==> config.mk <==
export PLATFORM = sky130hd
export DESIGN_NAME = msrv32_load_wb_unit
export DESIGN_NICKNAME = d
export VERILOG_FILES = /design/src/rtl/msrv32_load_wb_unit.sv
export SDC_FILE = /design/constraint.sdc
export NUM_CORES = 1
export LEC_CHECK = 0
export ABC_CLOCK_PERIOD_IN_PS = 4700
export BUFFER_PORTS_ARGS = -buffer_cell sky130_fd_sc_hd__buf_2
export CORE_MARGIN = 3
export CORE_UTILIZATION = 35
export DETAILED_ROUTE_END_ITERATION = 8
export GPL_TIMING_DRIVEN = 0
export PLACE_DENSITY = 0.57
export SYNTH_ARGS = -nofsm -noshare
export SYNTH_HDL_FRONTEND = slang
export SYNTH_SLANG_ARGS = --single-unit
==> constraint.sdc <==
create_clock -name msrv32_mp_clk_in -period 4.7 [get_ports msrv32_mp_clk_in]
set_input_delay 0.235 -clock msrv32_mp_clk_in [delete_from_list [all_inputs] [get_ports msrv32_mp_clk_in]]
set_output_delay 0.235 -clock msrv32_mp_clk_in [all_outputs]
set_load 0.02 [all_outputs]
==> src/rtl/msrv32_load_wb_unit.sv <==
`default_nettype none
// ============================================================================
// Module  : msrv32_load_wb_unit
// Brief   : Load unit that issues a data-memory read, extracts and extends
//           the addressed byte/half/word, and writes it back to the reg file.
// Revision: 1.0 - initial release
// ============================================================================
module msrv32_load_wb_unit #(
  parameter int WIDTH          = 32,
  parameter int ADDR_WIDTH     = 5,
  parameter int TIMEOUT_CYCLES = 16
) (
  input  logic                  msrv32_mp_clk_in,
  input  logic                  msrv32_mp_rst_in,
  input  logic                  ld_req_in,
  input  logic [2:0]            ld_funct3_in,
  input  logic [WIDTH-1:0]      ld_addr_in,
  input  logic [ADDR_WIDTH-1:0] ld_rd_addr_in,
  output logic                  busy_out,
  output logic                  dmem_req_out,
  output logic [WIDTH-1:0]      dmem_addr_out,
  input  logic                  dmem_ack_in,
  input  logic [WIDTH-1:0]      dmem_rdata_in,
  output logic [ADDR_WIDTH-1:0] rd_addr_out,
  output logic [WIDTH-1:0]      rd_out,
  output logic                  wr_en_out,
  output logic                  misaligned_out,
  output logic                  fault_out
);

  localparam int c_CNT_W = (TIMEOUT_CYCLES > 1) ? $clog2(TIMEOUT_CYCLES) : 1;
  localparam logic [c_CNT_W-1:0] c_CNT_MAX = c_CNT_W'(TIMEOUT_CYCLES - 1);

  localparam logic [2:0] c_F3_LB  = 3'b000;
  localparam logic [2:0] c_F3_LH  = 3'b001;
  localparam logic [2:0] c_F3_LW  = 3'b010;
  localparam logic [2:0] c_F3_LBU = 3'b100;
  localparam logic [2:0] c_F3_LHU = 3'b101;

  typedef enum logic [1:0] {
    ST_IDLE = 2'd0,
    ST_REQ  = 2'd1,
    ST_WB   = 2'd2
  } state_t;

  state_t                r_state;
  state_t                w_state_next;
  logic [c_CNT_W-1:0]    r_wait_cnt;
  logic [2:0]            r_funct3;
  logic [1:0]            r_lane;
  logic [ADDR_WIDTH-1:0] r_rd;

  logic                  r_busy;
  logic                  r_dmem_req;
  logic [WIDTH-1:0]      r_dmem_addr;
  logic [ADDR_WIDTH-1:0] r_rd_addr;
  logic [WIDTH-1:0]      r_rd_out;
  logic                  r_wr_en;
  logic                  r_misaligned;
  logic                  r_fault;

  logic                  w_illegal;
  logic                  w_accept;
  logic                  w_reject;
  logic                  w_ack;
  logic                  w_timeout;
  logic                  w_write;
  logic [7:0]            w_byte;
  logic [15:0]           w_half;
  logic [WIDTH-1:0]      w_ld_data;

  // Unknown funct3 encodings are treated the same as misaligned accesses.
  always_comb begin
    w_illegal = 1'b1;
    case (ld_funct3_in)
      c_F3_LB, c_F3_LBU: w_illegal = 1'b0;
      c_F3_LH, c_F3_LHU: w_illegal = ld_addr_in[0];
      c_F3_LW:           w_illegal = |ld_addr_in[1:0];
      default:           w_illegal = 1'b1;
    endcase
  end

  assign w_accept  = (r_state == ST_IDLE) && ld_req_in && !w_illegal;
  assign w_reject  = (r_state == ST_IDLE) && ld_req_in &&  w_illegal;
  assign w_ack     = (r_state == ST_REQ) && dmem_ack_in;
  assign w_timeout = (r_state == ST_REQ) && !dmem_ack_in && (r_wait_cnt == c_CNT_MAX);
  assign w_write   = w_ack && (r_rd != '0);

  always_comb begin
    w_state_next = r_state;
    case (r_state)
      ST_IDLE: if (w_accept) w_state_next = ST_REQ;
      ST_REQ: begin
        if (w_ack)          w_state_next = ST_WB;
        else if (w_timeout) w_state_next = ST_IDLE;
      end
      ST_WB:   w_state_next = ST_IDLE;
      default: w_state_next = ST_IDLE;
    endcase
  end

  always_ff @(posedge msrv32_mp_clk_in or negedge msrv32_mp_rst_in) begin
    if (!msrv32_mp_rst_in) r_state <= ST_IDLE;
    else                   r_state <= w_state_next;
  end

  // Counter is held at zero outside REQ, so every REQ entry starts from zero.
  always_ff @(posedge msrv32_mp_clk_in or negedge msrv32_mp_rst_in) begin
    if (!msrv32_mp_rst_in)       r_wait_cnt <= '0;
    else if (r_state != ST_REQ)  r_wait_cnt <= '0;
    else if (!dmem_ack_in)       r_wait_cnt <= r_wait_cnt + c_CNT_W'(1);
  end

  always_ff @(posedge msrv32_mp_clk_in or negedge msrv32_mp_rst_in) begin
    if (!msrv32_mp_rst_in) begin
      r_funct3    <= '0;
      r_lane      <= '0;
      r_rd        <= '0;
      r_dmem_addr <= '0;
    end else if (w_accept) begin
      r_funct3    <= ld_funct3_in;
      r_lane      <= ld_addr_in[1:0];
      r_rd        <= ld_rd_addr_in;
      r_dmem_addr <= {ld_addr_in[WIDTH-1:2], 2'b00};
    end
  end

  assign w_byte = dmem_rdata_in[{r_lane, 3'b000} +: 8];
  assign w_half = r_lane[1] ? dmem_rdata_in[16 +: 16] : dmem_rdata_in[0 +: 16];

  always_comb begin
    w_ld_data = dmem_rdata_in;
    case (r_funct3)
      c_F3_LB:  w_ld_data = {{(WIDTH-8){w_byte[7]}}, w_byte};
      c_F3_LH:  w_ld_data = {{(WIDTH-16){w_half[15]}}, w_half};
      c_F3_LBU: w_ld_data = {{(WIDTH-8){1'b0}}, w_byte};
      c_F3_LHU: w_ld_data = {{(WIDTH-16){1'b0}}, w_half};
      default:  w_ld_data = dmem_rdata_in;
    endcase
  end

  // Status outputs are registered from the next state so they line up with it.
  always_ff @(posedge msrv32_mp_clk_in or negedge msrv32_mp_rst_in) begin
    if (!msrv32_mp_rst_in) begin
      r_busy       <= 1'b0;
      r_dmem_req   <= 1'b0;
      r_wr_en      <= 1'b0;
      r_misaligned <= 1'b0;
      r_fault      <= 1'b0;
      r_rd_out     <= '0;
      r_rd_addr    <= '0;
    end else begin
      r_busy       <= (w_state_next != ST_IDLE);
      r_dmem_req   <= (w_state_next == ST_REQ);
      r_wr_en      <= w_write;
      r_misaligned <= w_reject;
      r_fault      <= w_timeout;
      if (w_write) begin
        r_rd_out  <= w_ld_data;
        r_rd_addr <= r_rd;
      end
    end
  end

  assign busy_out       = r_busy;
  assign dmem_req_out   = r_dmem_req;
  assign dmem_addr_out  = r_dmem_addr;
  assign rd_addr_out    = r_rd_addr;
  assign rd_out         = r_rd_out;
  assign wr_en_out      = r_wr_en;
  assign misaligned_out = r_misaligned;
  assign fault_out      = r_fault;

endmodule
`default_nettype wire

==> flow_metrics.env, run 1 <==
export IMPL_grt_max_degree=53
export IMPL_synthArstFlopShare_pct=100
export IMPL_period_share_pct=42.7
export IMPL_timing_critical_path_from="r_lane[1]$_DFFE_PN0P_"
export IMPL_post_route_min_period_ns=2.01
export IMPL_synth_fa_ha_area_share_pct=0.314
export IMPL_drc=0
export IMPL_crit_path_end="rd_out[4]$_DFFE_PN0P_"
export IMPL_ys_seq_elements=88
export IMPL_worst_pin_slew_ns=0.695
export IMPL_h_tree_depth=3
export IMPL_switching_share_pct=39.7
export IMPL_grtUsageTotal_pct=17.3
export IMPL_clkPwrFrac_pct=21.9
export IMPL_cts_sinks=88
export IMPL_cap_violations=0
export IMPL_p_per_area_nw_per_um2=606
export IMPL_worst_path_dominant_cell_family="compound AO/OA/AOI/OAI gates"
export IMPL_crit_path_frequent_cell="a21oi_1"
export IMPL_clk_latency_ns=0.34
export IMPL_io_pins=150
export IMPL_synth_xor_area_share_pct=0.660
export IMPL_fmax_ghz=0.499
export IMPL_setup_viol=0
export IMPL_synth_top_family_by_area="compound AO/OA/AOI/OAI gates"
export IMPL_p_leak_nw=2.48
export IMPL_synth_area_mux_share_pct=12.7
export IMPL_die_x_microns=113
export IMPL_cts_root_buffer="clkbuf_16"
export IMPL_critPathLaunchType="register"
export IMPL_critical_path_slowest_cell="a21oi_1"
export IMPL_ir_drop_mv=0.260
export IMPL_dp_final_hpwl_mm=8.06
export IMPL_fin_tns_setup_ns=0
export IMPL_pre_cts_slack_ns=2.76
export IMPL_ys_seq_area_share_pct=55.3
export IMPL_synth_area_sq_um=3980
export IMPL_path_clk_slew_ns=0.07
export IMPL_timing_hold_violations_final=0
export IMPL_rsz0062_at_grt="false"
export IMPL_synth_area_leaders="dfrtp_1, mux2_2, a21oi_4, nand2_1, nor2_1"
export IMPL_whs_path_depth=3
export IMPL_status="completed"
export IMPL_synth_enable_flop_cells=0
export IMPL_cp_max_fo=10
export IMPL_internal_power_mw=1.91
export IMPL_synthSimpleGateAreaFrac_pct=13.1
export IMPL_finalNonFillerCells=654
export IMPL_timing_rr_end="rd_out[4]$_DFFE_PN0P_"
export IMPL_dp_cells=637
export IMPL_num_fill_cells=1074
export IMPL_drive_above_1_share_pct=46.1
export IMPL_critPathRequiredTime_ns=4.94
export IMPL_layout_setup_ws_ns=2.69
export IMPL_p_comb_share_pct=40.7
export IMPL_slowest_delay_ns=0.59
export IMPL_grt_pass1_vias=3432
export IMPL_synth_cell_types=41
export IMPL_synth_top_area_cell="dfrtp_1"
export IMPL_ys_flop_type="dfrtp_1"
export IMPL_fp_dieH_microns=113
export IMPL_path_buf_inv=2
export IMPL_utilization_pct=47.6
export IMPL_drt_total_wl_mm=10.8
export IMPL_place_gp_congestion=0.819
export IMPL_grt_pass1_wl_mm=17.5
export IMPL_synth_area_per_cell_sq_um=11.4
export IMPL_fin_nets=586
export IMPL_critPathArrivalTime_ns=2.24
export IMPL_cts_buffer_depth=2
export IMPL_port_buffers=146
export IMPL_syn2layout_area_growth_pct=31.1
export IMPL_hold_class="input port to register"
export IMPL_timing_hold_ws_ns=0.118
export IMPL_drt_iter0_drc=162
export IMPL_synth_compound_area_share_pct=14.3
export IMPL_start_util_pct=36.3
export IMPL_ff2ff_setup_slack_ns=2.69
export IMPL_path_cells="clkbuf_1 > inv_1 > a21oi_1 > a21oi_1 > o31ai_1"
export IMPL_synth_top_area_share_pct=55.3
export IMPL_relSlewSlack_pct=53.6
export IMPL_wl_per_cell_microns=16.4
export IMPL_die_area_sq_um=12700
export IMPL_yosysWarnings=0
export IMPL_cts_tree="yes"
export IMPL_worstSetupPathDepth=5
export IMPL_reg2reg_depth=5
export IMPL_seq_power_share_pct=37.4
export IMPL_netSwitchingPower_mw=1.26
export IMPL_vias_per_cell=4.86
export IMPL_drtPass1Iterations=4
export IMPL_finClkSkew_ns=0.00726
export IMPL_ant_nets=0
export IMPL_vias=3181
export IMPL_crit_type="register to register"
export IMPL_r2r_start="r_lane[1]$_DFFE_PN0P_"
export IMPL_cts_buffers_inserted=9
export IMPL_crit_path_end_kind="register"
export IMPL_antenna_found_initial=1
export IMPL_core_rowCount=38
export IMPL_grt_overflow=0
export IMPL_diodes=0
export IMPL_syn_instance_count=349
export IMPL_slew_viol_final=0
export IMPL_coreArea_sq_um=11000
## cells by family (layout without fill, tap and decap cells)
group	after synthesis	after routing
xor+xnor	3	3
other cells	1	2
flops	88	88
fa+ha+maj	1	1
compound gates	73	73
buf+inv	28	192
simple gates	111	111
mux	44	44
## Yosys cell counts (2+ instances only)
cell       n
mux2i_1    2
or2_2      7
dfrtp_1   88
nand2b_1   4
nand2_1   39
nor2b_1    6
mux2_2    41
nor2_1    37
nor3b_1    9
xor2_1     2
o21a_1     9
a311oi_1   8
o31ai_1    7
clkbuf_1  11
o21ai_0    6
nand3_1    3
inv_1      3
a21oi_1   26
a21oi_4   10
a221oi_1   2
buf_2      7
buf_4      3
## worst reg2reg max path, cell delays in order, from the launching register on
cell and delay, ns:
dfrtp_1 0.39, clkbuf_1 0.35, inv_1 0.20, a21oi_1 0.59
a21oi_1 0.16, o31ai_1 0.23
## power groups by stage
stage          logic, mW  registers, mW  clock network (mW)
6_report            1.29           1.18               0.693
5_1_grt             1.40           1.22               0.748
4_1_cts             1.30           1.19               0.716
3_5_place_dp        1.30           1.20                   0
3_3_place_gp        1.28           1.19                   0
2_1_floorplan      0.540           1.50                   0
## cell usage in the layout (no fill, tap or decap), drive strengths merged, types with 2 or more instances in the layout
cell type    n
a311oi       8
clkinvlp     4
nor2        37
mux2i        2
a221oi       2
nand2b       4
nor2b        6
mux2        41
dfrtp       88
clkbuf      21
o21ai        7
conb         2
o21a         9
o31ai        7
or2          7
xor2         2
a21oi       36
nor3b        9
nand2       39
nand3        3
inv          6
buf        160
## how the worst min path moves through the flow
stage / startpoint / endpoint / slack, ns
2_1_floorplan: msrv32_mp_rst_in / busy_out$_DFF_PN0_ / -0.06
3_3_place_gp: rd_out[5]$_DFFE_PN0P_ / rd_out[5]$_DFFE_PN0P_ / 0.46
3_5_place_dp: msrv32_mp_rst_in / rd_out[0]$_DFFE_PN0P_ / 0.25
4_1_cts: ld_req_in / misaligned_out$_DFF_PN0_ / 0.1
5_1_grt: ld_addr_in[18] / dmem_addr_out[18]$_DFFE_PN0P_ / 0.11
6_report: ld_req_in / misaligned_out$_DFF_PN0_ / 0.12
## flip-flops by register name, indices dropped and copies added (netlist names), 2 cells and up
| signal | cells |
|---|---|
| r_lane | 2 |
| r_state | 2 |
| dmem_addr_out | 30 |
| r_funct3 | 3 |
| r_rd | 5 |
| r_wait_cnt | 4 |
| rd_out | 32 |
| rd_addr_out | 5 |
## area by class of cell
| cell class | count | area (sq um) | area share (%) |
|---|---|---|---|
| plain buffers | 24 | 129 | 2.47 |
| clock buffers | 10 | 239 | 4.58 |
| clock inverters | 6 | 50.0 | 0.958 |
| inverters | 4 | 15.0 | 0.287 |
| multi-input cells | 234 | 1640 | 31.4 |
| flip-flops and latches | 88 | 2200 | 42.2 |
| well taps | 140 | 175 | 3.35 |
| repair buffers | 148 | 771 | 14.8 |
## per-layer routing
metal | global-route usage, % | up-vias | part of all wire (%)
met3 | 5.99 | 12 | 8.9
met1 | 22.8 | 1519 | 44
met5 | 0 | - | 0.12
met2 | 26.5 | 119 | 46
met4 | 6.33 | 2 | 1.2
li1 | - | 1529 | -
## stage by stage
stage	area, sq um	total power, mW
after floorplan	3990	2.04
after global placement	4890	2.47
after detailed placement	4920	2.50
after CTS	5220	3.21
after global routing	5220	3.38
final	5220	3.17
## timing repair
action	4_1_cts	5_1_grt
hold endpoints to repair	36	0
endpoints found under the setup margin	0	0
gates resized for setup	0	0
buffers inserted	0	0
hold buffers	1	0
No activity file was read; power rests on OpenSTA's default activity.
==> run 2: changes to the inputs <==
--- a/config.mk
+++ b/config.mk
@@ -5,13 +5,14 @@
 export SDC_FILE = /design/constraint.sdc
 export NUM_CORES = 1
 export LEC_CHECK = 0
-export ABC_CLOCK_PERIOD_IN_PS = 4700
+export ABC_AREA = 1
+export ABC_CLOCK_PERIOD_IN_PS = 2050
 export BUFFER_PORTS_ARGS = -buffer_cell sky130_fd_sc_hd__buf_2
 export CORE_MARGIN = 3
 export CORE_UTILIZATION = 35
 export DETAILED_ROUTE_END_ITERATION = 8
 export GPL_TIMING_DRIVEN = 0
-export PLACE_DENSITY = 0.57
+export PLACE_DENSITY = 0.56
 export SYNTH_ARGS = -nofsm -noshare
 export SYNTH_HDL_FRONTEND = slang
 export SYNTH_SLANG_ARGS = --single-unit
==> constraint.sdc (replaced) <==
create_clock -name msrv32_mp_clk_in -period 2.05 [get_ports msrv32_mp_clk_in]
set_input_delay 0.1025 -clock msrv32_mp_clk_in [delete_from_list [all_inputs] [get_ports msrv32_mp_clk_in]]
set_output_delay 0.1025 -clock msrv32_mp_clk_in [all_outputs]
set_load 0.02 [all_outputs]
==> run 2 against run 1 <==
  * Highest routed layer unchanged
  * Setup slack lost 2.2 ns
  * Global-route usage grew 0.57 points
  * Area after synthesis grew 12%
  * Sequential share of layout area shrank 5.7 points
  * Clock skew is essentially flat
  * Via count grew 35%
  * Flip-flop and latch count is the same
  * Die area grew 11%
  * Sequential power grew 130%
  * Wire length grew 15%
==> flow_metrics.env, run 2 <==
export IMPL_synth_area_per_cell_sq_um=7.58
export IMPL_cp_max_fo=10
export IMPL_ys_seq_elements=88
export IMPL_num_fill_cells=1242
export IMPL_synth_cell_types=36
export IMPL_mostFrequentLayoutCells="nand2_1, buf_2, dfrtp_1"
export IMPL_fin_tns_setup_ns=0
export IMPL_ir_drop_mv=0.626
export IMPL_synth_enable_flop_cells=0
export IMPL_syn_instance_count=589
export IMPL_whs_path_depth=3
export IMPL_port_buffers=147
export IMPL_vias_per_cell=4.51
export IMPL_antenna_found_initial=1
export IMPL_grt_pass1_vias=4320
export IMPL_hold_class="input port to register"
export IMPL_postCtsSetupBuffers=0
export IMPL_p_comb_share_pct=41.3
export IMPL_slew_viol_final=0
export IMPL_cts_buffers_inserted=9
export IMPL_status="completed"
export IMPL_ff2ff_setup_slack_ns=0.47
export IMPL_fmax_ghz=0.633
export IMPL_drtPass1Iterations=4
export IMPL_crit_path_end_kind="register"
export IMPL_switching_share_pct=40.6
export IMPL_p_leak_nw=3.48
export IMPL_grt_overflow=0
export IMPL_core_rowCount=40
export IMPL_grt_use_met1_pct=22.8
export IMPL_io_pins=150
export IMPL_coreArea_sq_um=12300
export IMPL_finalNonFillerCells=953
export IMPL_diodes=0
export IMPL_wl_per_cell_microns=13.0
export IMPL_internal_power_mw=4.23
export IMPL_period_share_pct=77.1
export IMPL_p_per_area_nw_per_um2=1180
export IMPL_critPathArrivalTime_ns=1.86
export IMPL_gr_max_usage_layer="met2"
export IMPL_ant_nets=0
export IMPL_syn2layout_area_growth_pct=35.2
export IMPL_synthArstFlopShare_pct=100
export IMPL_grt_pass1_wl_mm=20.5
export IMPL_path_buf_inv=1
export IMPL_utilization_pct=49.2
export IMPL_cts_tree="yes"
export IMPL_synth_top_area_cell="dfrtp_1"
export IMPL_r2r_start="r_state[1]$_DFF_PN0_"
export IMPL_dp_final_hpwl_mm=9.22
export IMPL_die_x_microns=119
export IMPL_timing_rr_end="dmem_addr_out[25]$_DFFE_PN0P_"
export IMPL_cap_violations=0
export IMPL_hold_end="dmem_addr_out[20]$_DFFE_PN0P_"
export IMPL_cts_buffer_depth=2
export IMPL_post_cts_resized=0
export IMPL_final_common_cell="nand2_1"
export IMPL_slowest_delay_ns=0.43
export IMPL_timing_hold_violations_final=0
export IMPL_seq_power_share_pct=37.7
export IMPL_finClkSkew_ns=0.00698
export IMPL_grtUsageMet3_pct=5.46
export IMPL_critical_path_slowest_cell="dfrtp_1"
export IMPL_vias=4301
export IMPL_h_tree_depth=3
export IMPL_grtUsageTotal_pct=17.9
export IMPL_synth_most_common_cell="nand2_1"
export IMPL_grt_max_degree=69
export IMPL_reg2reg_depth=4
export IMPL_drive_above_1_share_pct=26.5
export IMPL_dp_cells=906
export IMPL_hold_start="ld_addr_in[20]"
export IMPL_cts_root_buffer="clkbuf_16"
export IMPL_ys_seq_area_share_pct=49.3
export IMPL_synth_top_area_share_pct=49.3
export IMPL_grt_util_met2_pct=28.7
export IMPL_drt_total_wl_mm=12.4
export IMPL_fin_nets=859
export IMPL_path_cells="nor3_4 > clkbuf_1 > nand3_1 > nand2_1"
export IMPL_fp_dieH_microns=119
export IMPL_clkPwrFrac_pct=21.1
export IMPL_worst_path_dominant_cell_family="simple AND/OR/NAND/NOR gates"
export IMPL_place_gp_congestion=0.847
export IMPL_yosysWarnings=0
export IMPL_synth_area_sq_um=4460
export IMPL_critPathRequiredTime_ns=2.33
export IMPL_drc=0
export IMPL_largest_register_ffs=32
export IMPL_start_util_pct=36.4
export IMPL_drt_iter0_drc=158
export IMPL_crit_type="register to register"
export IMPL_netSwitchingPower_mw=2.89
export IMPL_cts_sinks=88
export IMPL_ys_flop_type="dfrtp_1"
export IMPL_rsz0062_at_grt="false"
export IMPL_synth_area_leaders="dfrtp_1, nand2_1, nand3_1, inv_1, nor2_1"
export IMPL_post_route_min_period_ns=1.58
export IMPL_die_area_sq_um=14100
export IMPL_clk_latency_ns=0.34
export IMPL_critPathLaunchType="register"
export IMPL_path_clk_slew_ns=0.06
export IMPL_setup_viol=0
export IMPL_synthTopCellsByCount="nand2_1, dfrtp_1, inv_1"
==> run 2: metrics by stage <==
stage	hold slack (ns)	setup slack, ns	instance area (sq um)	total power [mW]
2_1_floorplan	-0.193	0.729	4470	4.58
5_1_grt	0.0319	0.308	6040	7.65
3_3_place_gp	0.333	0.0818	5410	5.57
6_report	0.0224	0.470	6040	7.11
3_5_place_dp	0.0108	0.483	5440	5.62
4_1_cts	0.00259	0.468	6040	7.20
==> run 2: worst max path at each step <==
stage                                         end  cells after the start                  from  slack (ns)
finish              dmem_addr_out[25]$_DFFE_PN0P_                      4  r_state[1]$_DFF_PN0_        0.47
global route        dmem_addr_out[25]$_DFFE_PN0P_                      4  r_state[1]$_DFF_PN0_        0.31
CTS                 dmem_addr_out[26]$_DFFE_PN0P_                      6  r_state[1]$_DFF_PN0_        0.47
detailed placement  dmem_addr_out[21]$_DFFE_PN0P_                      6  r_state[1]$_DFF_PN0_        0.48
global placement    dmem_addr_out[25]$_DFFE_PN0P_                      1      msrv32_mp_rst_in        0.08
floorplan           dmem_addr_out[14]$_DFFE_PN0P_                      6  r_state[1]$_DFF_PN0_        0.73
==> run 2: tightest hold or removal path, stage by stage <==
cell,delay [ns]
buf_2,0.08
nand3_1,0.08
nand2_1,0.07
==> run 2: layout make-up <==
class	instances	area, sq um	area share, %
sequential	88	2200	36.5
tap	168	210	3.48
timing repair buffer	181	1100	18.2
clock buffer	11	243	4.02
inverter	74	280	4.64
clock inverter	3	20.0	0.332
multi-input combinational	400	1790	29.7
buffer	28	193	3.19
==> run 2: power groups by stage <==
stage	clock (mW)	combinational (mW)	sequential [mW]
global placement	0	2.88	2.69
finish	1.50	2.93	2.68
floorplan	0	1.23	3.35
global route	1.62	3.27	2.77
detailed placement	0	2.91	2.71
CTS	1.55	2.97	2.69
==> run 2: timing repair <==
item | 4_1_cts | 5_1_grt
hold buffers | 33 | 0
setup endpoints to repair | 0 | 0
endpoints found under the hold margin | 52 | 0
==> run 2: routing by layer <==
| layer | vias up | wire, microns |
|---|---|---|
| met5 | - | 7 |
| met4 | 2 | 233 |
| met3 | 19 | 999 |
| met2 | 148 | 5600 |
| met1 | 1949 | 5520 |
| li1 | 2183 | - |
==> run 2: cell families after synthesis <==
| kind of cell | Yosys count | share of synthesized area [%] |
|---|---|---|
| adder cells (fa/ha/maj) | 1 | 0.280 |
| AND/OR/NAND/NOR | 360 | 34.9 |
| flip-flops | 88 | 49.3 |
| AO/OA/AOI/OAI | 36 | 4.63 |
| XOR/XNOR | 1 | 0.196 |
| buffers and inverters | 102 | 10.6 |
| other | 1 | 0.0840 |
